`src/rtl/mux_rr_scheduler.sv`:
```
// mux_rr_scheduler
//   Four-channel ingress buffer plus scheduler that drives an external
//   registered 4:1 multiplexer. Each channel holds one word behind a
//   valid/ready handshake. Granted words are presented one at a time through
//   the multiplexer with a downstream valid/ready handshake.
//
// Ports
//   clk, rst_n              clock, asynchronous active-low reset
//   req_valid[3:0]          per-channel word offered
//   req_ready[3:0]          per-channel buffer empty (combinational)
//   req_data0..3 [DW-1:0]   channel words
//   hold0..3     [DW-1:0]   holding registers -> multiplexer input1..input4
//   sel[1:0]                registered channel select -> multiplexer sel
//   out_valid               multiplexer out carries the granted word
//   out_ready               downstream accepts the presented word
//
// Build option
//   MUX_RR_FIXED_PRIO_EN    fixed priority (ch0 highest) instead of round-robin
module mux_rr_scheduler #(
  parameter int unsigned DW = 4
) (
  input  logic          clk,
  input  logic          rst_n,
  input  logic [3:0]    req_valid,
  output logic [3:0]    req_ready,
  input  logic [DW-1:0] req_data0,
  input  logic [DW-1:0] req_data1,
  input  logic [DW-1:0] req_data2,
  input  logic [DW-1:0] req_data3,
  output logic [DW-1:0] hold0,
  output logic [DW-1:0] hold1,
  output logic [DW-1:0] hold2,
  output logic [DW-1:0] hold3,
  output logic [1:0]    sel,
  output logic          out_valid,
  input  logic          out_ready
);

  typedef enum logic [1:0] {
    IDLE    = 2'd0,
    SETTLE  = 2'd1,
    PRESENT = 2'd2
  } state_e;

  state_e        state_q, state_d;
  logic [3:0]    full_q, full_d;
  logic [DW-1:0] hold_q [4];
  logic [DW-1:0] hold_d [4];
  logic [DW-1:0] req_data [4];
  logic [1:0]    sel_q, sel_d;
  logic          out_valid_q, out_valid_d;
  logic [1:0]    grant;
`ifndef MUX_RR_FIXED_PRIO_EN
  logic [1:0]    ptr_q, ptr_d;
  logic [1:0]    idx;
`endif

  assign req_data[0] = req_data0;
  assign req_data[1] = req_data1;
  assign req_data[2] = req_data2;
  assign req_data[3] = req_data3;

  assign req_ready = ~full_q;
  assign hold0     = hold_q[0];
  assign hold1     = hold_q[1];
  assign hold2     = hold_q[2];
  assign hold3     = hold_q[3];
  assign sel       = sel_q;
  assign out_valid = out_valid_q;

  // Arbitration: scan from lowest to highest priority, last hit wins.
  always_comb begin
    grant = '0;
`ifdef MUX_RR_FIXED_PRIO_EN
    for (int unsigned i = 4; i > 0; i--) begin
      if (full_q[2'(i - 1)]) grant = 2'(i - 1);
    end
`else
    idx = '0;
    // k = 1 (ptr+1) is the highest priority, k = 4 (ptr itself) the lowest.
    for (int unsigned k = 4; k > 0; k--) begin
      idx = ptr_q + 2'(k);
      if (full_q[idx]) grant = idx;
    end
`endif
  end

  // State register and all flops.
  always_ff @(posedge clk or negedge rst_n) begin
    if (!rst_n) begin
      state_q     <= IDLE;
      full_q      <= '0;
      sel_q       <= '0;
      out_valid_q <= 1'b0;
      for (int unsigned i = 0; i < 4; i++) hold_q[i] <= '0;
`ifndef MUX_RR_FIXED_PRIO_EN
      ptr_q       <= 2'd3;
`endif
    end else begin
      state_q     <= state_d;
      full_q      <= full_d;
      sel_q       <= sel_d;
      out_valid_q <= out_valid_d;
      for (int unsigned i = 0; i < 4; i++) hold_q[i] <= hold_d[i];
`ifndef MUX_RR_FIXED_PRIO_EN
      ptr_q       <= ptr_d;
`endif
    end
  end

  // Next-state logic.
  always_comb begin
    state_d = state_q;
    sel_d   = sel_q;
`ifndef MUX_RR_FIXED_PRIO_EN
    ptr_d   = ptr_q;
`endif
    case (state_q)
      IDLE: begin
        if (|full_q) begin
          state_d = SETTLE;
          sel_d   = grant;
`ifndef MUX_RR_FIXED_PRIO_EN
          ptr_d   = grant;
`endif
        end
      end
      SETTLE:  state_d = PRESENT;
      PRESENT: if (out_ready) state_d = IDLE;
      default: state_d = IDLE;
    endcase
  end

  // Buffer and output logic. The granted channel is full throughout SETTLE and
  // PRESENT, so an accept and a handshake release can never hit the same bit.
  always_comb begin
    full_d = full_q;
    for (int unsigned i = 0; i < 4; i++) begin
      hold_d[i] = hold_q[i];
      if (req_valid[i] && !full_q[i]) begin
        full_d[i] = 1'b1;
        hold_d[i] = req_data[i];
      end
    end
    if (state_q == PRESENT && out_ready) full_d[sel_q] = 1'b0;
    // out_valid is exactly "next state is PRESENT": set leaving SETTLE,
    // cleared on the handshake that returns to IDLE.
    out_valid_d = (state_d == PRESENT);
  end

endmodule

```
`config.mk`:
```
export PLATFORM = sky130hd
export DESIGN_NAME = mux_rr_scheduler
export DESIGN_NICKNAME = d
export VERILOG_FILES = /design/src/rtl/mux_rr_scheduler.sv
export SDC_FILE = /design/constraint.sdc
export NUM_CORES = 1
export LEC_CHECK = 0
export CAP_MARGIN = 30
export CORE_AREA = 2 2 56 58
export DETAILED_ROUTE_END_ITERATION = 12
export DIE_AREA = 0 0 58 60
export PLACE_DENSITY_LB_ADDON = 0.12
export SLEW_MARGIN = 20
export SYNTH_ARGS = -nofsm -noshare
export SYNTH_HDL_FRONTEND = slang
export SYNTH_SLANG_ARGS = --single-unit
```
`constraint.sdc`:
```
create_clock -name clk -period 1.81 [get_ports clk]
set_clock_uncertainty 0.2 [all_clocks]
set_input_delay 0.4525 -clock clk [delete_from_list [all_inputs] [get_ports clk]]
set_output_delay 0.4525 -clock clk [all_outputs]
set_load 0.01 [all_outputs]
```
==> results_dict.tcl <==
set metrics [dict create \
    status "complete, no violations" \
    start_kind "register" \
    pin_count 46 \
    drv_slew 0 \
    hold_slack_ns 0.268 \
    postRouteAntennaNets 0 \
    yosys_warnings 0 \
    slowest_stage "dfrtp_1" \
    rsz0062_at_grt "no" \
    cp_data_required_time_ns 1.16 \
    setup_viol 0 \
    final_nets 169 \
    cts_tree "built" \
    grt_pass1_wl_mm 4.00 \
    path_buf_inv 2 \
    io_buffer_count 45 \
    area_growth_pct 52.1 \
    finalInstanceArea_sq_mm 0.00169 \
    report.final.hold_viol_count 0 \
    vias 887 \
    cts_num_sinks 27 \
    crit_chain "inv_1 > dlygate4sd2_1" \
    cellPowerDensity_mw_per_mm2 1440 \
    dp.cells 173 \
    cap_violations 0 \
    cts.clk_slew.worst_paths_ns 0.15 \
    grt_max_degree 28 \
    setup_tns_ns 0 \
    syn_area_sq_mm 0.00111 \
    cts-root-buf "clkbuf_4" \
    reg2reg_slack_ns 0.16 \
    grt_pass1_vias 913 \
    antenna_found_initial 0 \
    cts_buffers 3 \
    cpPeakStageDelay_ns 0.41 \
    cp_max_fo 2 \
    layout_commonest_cell "dfrtp_1" \
    fmax_mhz 579 \
    layout-drive-gt1-share 0.262 \
    min_period_over_period 0.954 \
    criticalPathCategory "register to output port" \
    dpl_cell_area_sq_mm 0.00168 \
    die_w_um 58 \
    dr.pass1.iters 4 \
    syn_nets 109 \
    place_congestion 0.815 \
    synth_cell_types 20 \
    critPathArrivalTime_ns 1.07 \
    h-tree-depth 1 \
    ys_ff_latch 27 \
    core_sq_mm 0.00290 \
    routedWlPerCell_um 13.6 \
    final_core_util 0.581 \
    peakVddDrop_v 0.000851 \
    overflow 0 \
    hold_class "primary input to async pin" \
    rr_startpoint "ptr_q[0]" \
    crit_path_end_kind "output port" \
    dp_hpwl_mm 1.86 \
    final_cell_mix "25 x dfrtp_1, 22 x clkdlybuf4s50_1, 21 x dlygate4sd2_1, 18 x mux2_2, 9 x buf_4" \
    worstMarginPinSlew_ns 0.408 \
    cp_top_family "flip-flops" \
    max-slew-margin-rel 0.721 \
    finalNonFillerCells 178 \
    synth_cells 86 \
    diodes 0 \
    drt_iter0_markers 16 \
    avgSynthCellArea_sq_um 12.9 \
    reg2regPathDepth 4 \
    rows 20 \
    insertion_delay_ns 0.32 \
    clockBufferDepth 2 \
    die_h_um 60 \
    die-area_sq_mm 0.00348 \
    initial_core_util 0.382 \
    ys_seq_area_frac 0.611 \
    routed_wl_mm 2.42 \
    viasPerCell 4.98 \
    drc_errors 0 \
    fin_crit_ns 1.73 \
    grt_use_total 0.151 \
    timing.rr.end "sel[1]" \
    nFillCells 260 \
    power_leakage_nw 0.800 \
]
-- layer usage --
layer,part of all wire,wire (um),track usage
met1,0.40,975,0.174
met2,0.52,1250,0.268
met3,0.073,176,0.0411
met4,0.0070,17,0.0598
met5,0,0,0
-- through the flow --
stage,total power [W],worst slack (ns)
2_1_floorplan,0.00165,0.357
3_3_place_gp,0.00231,-0.0387
3_5_place_dp,0.00235,-0.0625
4_1_cts,0.00246,0.0157
5_1_grt,0.00263,0.00589
6_report,0.00244,0.0828
-- power by group --
| group | switching [W] | internal (W) |
|---|---|---|
| sequential | 0.000184 | 0.000893 |
| clock | 0.000177 | 0.0000843 |
| combinational | 0.000484 | 0.000613 |
-- worst register-to-register path, stage by stage, from the launching register on --
cell and delay [ns]:
dfstp_2 0.62, nor2_1 0.07, a2111oi_0 0.44, nand3_1 0.17, nand2_1 0.10
-- timing repair --
item / 4_1_cts / 5_1_grt
buffers inserted: 1 / 0
gates resized for setup: 23 / 3
pin swaps: 0 / 0
hold buffers: 0 / 0
setup endpoints to repair: 23 / 2
-- how the worst max path moves through the flow --
stage | from | endpoint | slack [ns] | cells after the start
floorplan | ptr_q[0] | sel[1] | 0.36 | 4
detailed placement | req_valid[2] | hold2[3] | -0.06 | 4
finish | full_q[1] | req_ready[1] | 0.08 | 2
global route | full_q[2] | req_ready[2] | 0.006 | 2
CTS | full_q[3] | req_ready[3] | 0.02 | 2
global placement | req_valid[2] | hold2[1] | -0.04 | 4
-- cell families (layout without fill, tap and decap cells) --
logic type             after synthesis  in the layout  synth area share
buffers and inverters                5             64            0.0169
flip-flops                          27             27             0.611
AO/OA/AOI/OAI                       12             12            0.0868
multiplexers                        18             18             0.183
AND/OR/NAND/NOR                     24             24             0.103
-- cell usage after synthesis, drive strengths merged --
cell type	count	area, sq um
dfstp	2	52.6
a2111oi	1	8.76
a221oi	1	15.0
dfrtp	25	626
nand2	8	30.0
nand3	2	10.0
mux2	18	203
o221ai	1	8.76
a31oi	1	6.26
o21ai	3	15.0
a21o	2	15.0
nor2	7	26.3
nor2b	4	25.0
inv	5	18.8
a311o	1	10.0
nor4	1	6.26
and2b	2	16.3
o22a	2	17.5
-- flip-flops by register name, summed over array words and instances, names as in the netlist --
name       count
full_q         4
hold0          4
hold1          4
hold2          4
hold3          4
out_valid      1
ptr_q          2
sel            2
state_q        2
-- layout make-up --
cell class,count,area (sq um),share of cell area
flip-flops and latches,27,678,0.402
repair buffers,55,507,0.300
multi-input cells,54,413,0.245
well taps,33,41.3,0.0245
clock buffers,3,22.5,0.0133
inverters,5,18.8,0.0111
clock inverters,1,7.51,0.00445
Note: power is estimated with default switching activity, not from simulation.
